--- config.mk ---
export PLATFORM = sky130hd
export DESIGN_NAME = cg_enable_ctrl
export DESIGN_NICKNAME = d
export VERILOG_FILES = /design/src/rtl/cg_pkg.sv /design/src/rtl/cg_group_fsm.sv /design/src/rtl/cg_enable_ctrl.sv
export SDC_FILE = /design/constraint.sdc
export NUM_CORES = 1
export LEC_CHECK = 0
export ABC_AREA = 0
export CAP_MARGIN = 5
export CELL_PAD_IN_SITES_DETAIL_PLACEMENT = 0
export CELL_PAD_IN_SITES_GLOBAL_PLACEMENT = 1
export CORE_ASPECT_RATIO = 1.4
export CORE_MARGIN = 2
export CORE_UTILIZATION = 39
export DETAILED_ROUTE_END_ITERATION = 10
export MAX_ROUTING_LAYER = met4
export PLACE_DENSITY = 0.88
export SLEW_MARGIN = 10
export SYNTH_ARGS = -nofsm -noshare
export SYNTH_HDL_FRONTEND = slang
export SYNTH_SLANG_ARGS = --single-unit
--- constraint.sdc ---
create_clock -name clk -period 2.69 [get_ports clk]
set_input_delay 0.4035 -clock clk [delete_from_list [all_inputs] [get_ports clk]]
set_output_delay 0.4035 -clock clk [all_outputs]
set_load 0.01 [all_outputs]
--- src/rtl/cg_pkg.sv ---
// Shared types and range limits for the clock-gate enable controller.
// The statistics counters are built only when CG_STATS_EN is defined.
package cg_pkg;

    typedef enum logic [1:0] {
        OFF  = 2'd0,
        WAKE = 2'd1,
        ON   = 2'd2,
        HOLD = 2'd3
    } cg_state_e;

    localparam int WAKE_CYC_MAX = 15;
    localparam int HOLD_CYC_MAX = 255;

    localparam int WAKE_CNT_W = $clog2(WAKE_CYC_MAX + 1);
    localparam int HOLD_CNT_W = $clog2(HOLD_CYC_MAX + 1);

endpackage

--- src/rtl/cg_group_fsm.sv ---
// One gated register group: wake/hold FSM, registered GATE/ack outputs and,
// when CG_STATS_EN is defined, a saturating count of cycles spent gated off.
module cg_group_fsm
    import cg_pkg::*;
#(
    parameter int WAKE_CYC = 1,
    parameter int HOLD_CYC = 4,
    parameter int CNT_W    = 16
) (
    input  logic             clk,
    input  logic             rst_n,
    input  logic             req_i,
    input  logic             stats_clr_i,
    output logic             gate_en_o,
    output logic             ack_o,
    output logic [CNT_W-1:0] gated_cnt_o
);

    localparam logic [WAKE_CNT_W-1:0] WAKE_LOAD = WAKE_CNT_W'(WAKE_CYC);
    localparam logic [HOLD_CNT_W-1:0] HOLD_LOAD = HOLD_CNT_W'(HOLD_CYC);

    cg_state_e             state_q, state_d;
    logic [WAKE_CNT_W-1:0] wake_cnt_q, wake_cnt_d;
    logic [HOLD_CNT_W-1:0] hold_cnt_q, hold_cnt_d;
    logic                  gate_en_q, gate_en_d;
    logic                  ack_q, ack_d;

    // Counters are only meaningful in their own state and are reloaded on
    // entry, so a decrement from zero can never occur.
    always_comb begin
        state_d    = state_q;
        wake_cnt_d = wake_cnt_q;
        hold_cnt_d = hold_cnt_q;
        gate_en_d  = (state_q != OFF);
        ack_d      = (state_q == ON);

        unique case (state_q)
            OFF: begin
                if (req_i) begin
                    if (WAKE_CYC == 0) begin
                        state_d = ON;
                    end else begin
                        state_d    = WAKE;
                        wake_cnt_d = WAKE_LOAD;
                    end
                end
            end
            WAKE: begin
                if (req_i) begin
                    wake_cnt_d = wake_cnt_q - WAKE_CNT_W'(1);
                    if (wake_cnt_q == WAKE_CNT_W'(1)) begin
                        state_d = ON;
                    end
                end else if (HOLD_CYC == 0) begin
                    state_d = OFF;
                end else begin
                    state_d    = HOLD;
                    hold_cnt_d = HOLD_LOAD;
                end
            end
            ON: begin
                if (!req_i) begin
                    if (HOLD_CYC == 0) begin
                        state_d = OFF;
                    end else begin
                        state_d    = HOLD;
                        hold_cnt_d = HOLD_LOAD;
                    end
                end
            end
            HOLD: begin
                // The clock never stopped, so a returning request skips WAKE.
                if (req_i) begin
                    state_d = ON;
                end else begin
                    hold_cnt_d = hold_cnt_q - HOLD_CNT_W'(1);
                    if (hold_cnt_q == HOLD_CNT_W'(1)) begin
                        state_d = OFF;
                    end
                end
            end
            default: begin
                state_d = OFF;
            end
        endcase
    end

    always_ff @(posedge clk or negedge rst_n) begin
        if (!rst_n) begin
            state_q    <= OFF;
            wake_cnt_q <= '0;
            hold_cnt_q <= '0;
            gate_en_q  <= 1'b0;
            ack_q      <= 1'b0;
        end else begin
            state_q    <= state_d;
            wake_cnt_q <= wake_cnt_d;
            hold_cnt_q <= hold_cnt_d;
            gate_en_q  <= gate_en_d;
            ack_q      <= ack_d;
        end
    end

    assign gate_en_o = gate_en_q;
    assign ack_o     = ack_q;

`ifdef CG_STATS_EN
    logic [CNT_W-1:0] stat_cnt_q, stat_cnt_d;

    always_comb begin
        stat_cnt_d = stat_cnt_q;
        if (stats_clr_i) begin
            stat_cnt_d = '0;
        end else if ((state_q == OFF) && (stat_cnt_q != '1)) begin
            stat_cnt_d = stat_cnt_q + CNT_W'(1);
        end
    end

    always_ff @(posedge clk or negedge rst_n) begin
        if (!rst_n) begin
            stat_cnt_q <= '0;
        end else begin
            stat_cnt_q <= stat_cnt_d;
        end
    end

    assign gated_cnt_o = stat_cnt_q;
`else
    logic unused_stats_clr;

    assign unused_stats_clr = stats_clr_i;
    assign gated_cnt_o      = '0;
`endif

endmodule

--- src/rtl/cg_enable_ctrl.sv ---
// Per-group clock-gate enable controller feeding the ICG GATE pins.
// Define CG_STATS_EN to build the per-group gated-cycle statistics counters.
module cg_enable_ctrl
    import cg_pkg::*;
#(
    parameter int NGRP     = 2,
    parameter int WAKE_CYC = 1,
    parameter int HOLD_CYC = 4,
    parameter int CNT_W    = 16
) (
    input  logic                  clk,
    input  logic                  rst_n,
    input  logic [NGRP-1:0]       req,
    input  logic                  force_on,
    input  logic                  stats_clr,
    output logic [NGRP-1:0]       gate_en,
    output logic [NGRP-1:0]       ack,
    output logic [NGRP*CNT_W-1:0] gated_cnt
);

    logic [NGRP-1:0] gate_en_raw;

    for (genvar g = 0; g < NGRP; g++) begin : g_grp
        cg_group_fsm #(
            .WAKE_CYC (WAKE_CYC),
            .HOLD_CYC (HOLD_CYC),
            .CNT_W    (CNT_W)
        ) u_fsm (
            .clk         (clk),
            .rst_n       (rst_n),
            .req_i       (req[g]),
            .stats_clr_i (stats_clr),
            .gate_en_o   (gate_en_raw[g]),
            .ack_o       (ack[g]),
            .gated_cnt_o (gated_cnt[g*CNT_W +: CNT_W])
        );
    end

    // Scan override acts only on the GATE pins; group state and ack are untouched.
    assign gate_en = gate_en_raw | {NGRP{force_on}};

endmodule

==> metrics.txt <==
startpoint class of the critical path flop; drt drc 0; Post-Syn Area per Cell just over 9 um^2; Top Ports 42; Final ANT Viol Nets 0; TNS Setup 0 ns; status complete, no violations; Total Power about 2.5 mW; post_cts resized 0; clock latency on the worst-skew pair 0.28 ns; Max FO, Critical Path 5; Layout Area Growth over Synthesis 6.935%; TritonCTS Buffers 5; sequential share of power 0.348; Critical Path RT 2.90 ns; CTS tree done; largest net degree at the start of global routing 33; reg2reg path depth 6; vias per std cell 4.994; Synth async-reset ratio 1.000; Worst-Margin Slew a little under 0.7 ns; Die H slightly above 90 um; layout cell share with drive strength beyond 1 0.09465; setup bufs post-CTS 0; Synth area leaders dfrtp_1 38%, buf_4 12%, ha_1 11%, o21ai_0 3.8%, inv_1 3.4%; Final nets roughly 270; fin. max-slew vios 0; clock share of power 0.155; reg2reg end g_grp[0].u_fsm.hold_cnt_q[6]$_DFFE_PN0P_; Post-DP HPWL 2542 um; GR Util All Layers 0.1330; GRT overflow 0; Ys Warns 0; core box area around 5200 um^2; hold_buf cts 0; first-pass GRT wire length 6285 um; Tmin final 2.270 ns; EDFF count, synth 0; switching share of power 0.4155; top cells by count, synth 34 x buf_4, 32 x dfrtp_1, 19 x inv_1; post-synthesis sequential area ratio 0.3794; chip width approximately 66 um; H-tree levels 2; Pleak 1.079 nW; Post-synth top flop dfrtp_1; Syn Inst Count 227; Vias ~1500; Max Clock Skew ~0.0048 ns; Worst R2R Setup Slack approximately 0.42 ns; MaxCap Viol Count 0; worst vdd ir about 0.00027 V; DRT iter0 DRCs approximately 130; worst hold endpoint g_grp[1].u_fsm.hold_cnt_q[1]$_DFFE_PN0P_; total wire length 3453 um; Min-Delay Path Class reg -> reg; Tcrit/Tclk final 0.8438; synth unique cells 48; Hold Vio Cnt, Final 0; TritonRoute pass-1 iters 4; ANT cells 0; worst flop-to-flop path startpoint g_grp[0].u_fsm.state_q[0]$_DFFE_PN0P_; crit path DAT around 2.5 ns; internal power approximately 1.4 mW; antenna violations before repair 0; GP Congestion ~0.78; Rel. slew slack 0.5453; Yosys reg bits 32; Worst-path clk slew 0.07 ns; Rows 31; full die area roughly 6000 um^2; CTS Buffer Depth 2; Final Setup Violations 0; fmax about 0.44 GHz; worst hold start g_grp[1].u_fsm.hold_cnt_q[1]$_DFFE_PN0P_; Post-Syn Area roughly 2100 um^2; unrepaired setup endpoints after global routing false; starting density of the core 0.4061; IO Port Bufs 8; Comb pwr share 0.497; CP endpoint kind flop; NetSw approximately 1.0 mW; crit path kind reg -> reg; cell with the most instances after synthesis buf_4; top cell type's share of synthesized area 0.3794; Synth area leader dfrtp_1; hold depth 2; number of global-route vias before repair 1433; Root Driver clkbuf_8; clk sinks 32; routed len/inst ~11 um; PwrDens approximately 1100 nW/um^2
final cells by class:
type	count	area, um^2
clock buffer	6	82.58
clock inverter	2	10.01
fill	514	2940
inverter	19	71.32
multi-input combinational	171	1092
sequential	32	800.8
tap	66	82.58
timing repair buffer	13	117.6
cell usage in the layout, fill, tap and decap left out, types with 6 or more instances in the layout:
master           Yosys  layout
clkbuf_8             0       6
nor2_1              10      10
o21ai_0             16      16
nand2_1             15      15
ha_1                18      18
inv_1               19      19
a21oi_1             10      10
dfrtp_1             32      32
clkdlybuf4s50_1      0       8
conb_1               1      32
logic make-up after synthesis:
group,synth area share
AND/OR/NAND/NOR,0.1666
flip-flops,0.3794
XOR/XNOR,0.01660
AO/OA/AOI/OAI,0.1606
adder cells (fa/ha/maj),0.1067
buffers and inverters,0.1583
other,0.001777
multiplexers,0.01008
sequential cells by signal (all words and copies together) (netlist names):
signal	flops
g_grp.u_fsm.hold_cnt_q	16
g_grp.u_fsm.wake_cnt_q	8
g_grp.u_fsm.state_q	4
g_grp.u_fsm.ack_o	2
g_grp.u_fsm.gate_en_o	2
routing by layer:
| metal | part of all wire | routed length (um) | GRT usage | up-vias |
|---|---|---|---|---|
| met2 | 0.53 | 1842 | 0.2225 | 42 |
| met5 | 0 | 0 | - | - |
| li1 | - | - | - | 759 |
| met4 | 0.021 | 74 | 0.05612 | 0 |
| met3 | 0.039 | 134 | 0.02230 | 6 |
| met1 | 0.41 | 1402 | 0.1544 | 736 |
per-stage QoR:
| stage | cells | hold slack [ns] | worst slack [ns] | instance area, um^2 | utilization |
|---|---|---|---|---|---|
| after floorplan | 258 | 0.1079 | 0.6370 | 2227 | - |
| after global placement | 301 | 0.4796 | 0.4752 | 2165 | 0.4165 |
| after detailed placement | 301 | 0.4902 | 0.4559 | 2165 | 0.4165 |
| after CTS | 309 | 0.5033 | 0.4219 | 2257 | 0.4343 |
| after global routing | 309 | 0.5467 | 0.2468 | 2257 | 0.4343 |
| final | 309 | 0.5012 | 0.4201 | 2257 | 0.4343 |
power groups by stage:
stage	clock [mW]	sequential, mW	combinational, mW
after detailed placement	0	0.862	1.21
final	0.382	0.855	1.22
after floorplan	0	0.820	0.994
after CTS	0.397	0.855	1.23
after global routing	0.422	0.894	1.40
after global placement	0	0.857	1.20
how the worst max path moves through the flow:
stage / start / endpoint / slack [ns] / cells after the start
6_report: g_grp[0].u_fsm.state_q[0]$_DFFE_PN0P_ / g_grp[0].u_fsm.hold_cnt_q[6]$_DFFE_PN0P_ / 0.42 / 6
5_1_grt: g_grp[0].u_fsm.state_q[0]$_DFFE_PN0P_ / g_grp[0].u_fsm.hold_cnt_q[6]$_DFFE_PN0P_ / 0.25 / 6
4_1_cts: g_grp[0].u_fsm.state_q[0]$_DFFE_PN0P_ / g_grp[0].u_fsm.hold_cnt_q[6]$_DFFE_PN0P_ / 0.42 / 6
3_5_place_dp: req[0] / g_grp[0].u_fsm.state_q[0]$_DFFE_PN0P_ / 0.46 / 5
3_3_place_gp: req[0] / g_grp[0].u_fsm.state_q[0]$_DFFE_PN0P_ / 0.48 / 5
2_1_floorplan: g_grp[0].u_fsm.state_q[0]$_DFFE_PN0P_ / g_grp[0].u_fsm.hold_cnt_q[6]$_DFFE_PN0P_ / 0.64 / 6
critical path, stage by stage, from the launching register on:
cell     delay, ns
dfrtp_1       0.43
inv_1         0.13
ha_1          0.36
o21ai_1       0.24
or4b_1        0.54
or3_1         0.37
a21oi_1       0.14
(Power assumes the default switching activity.)
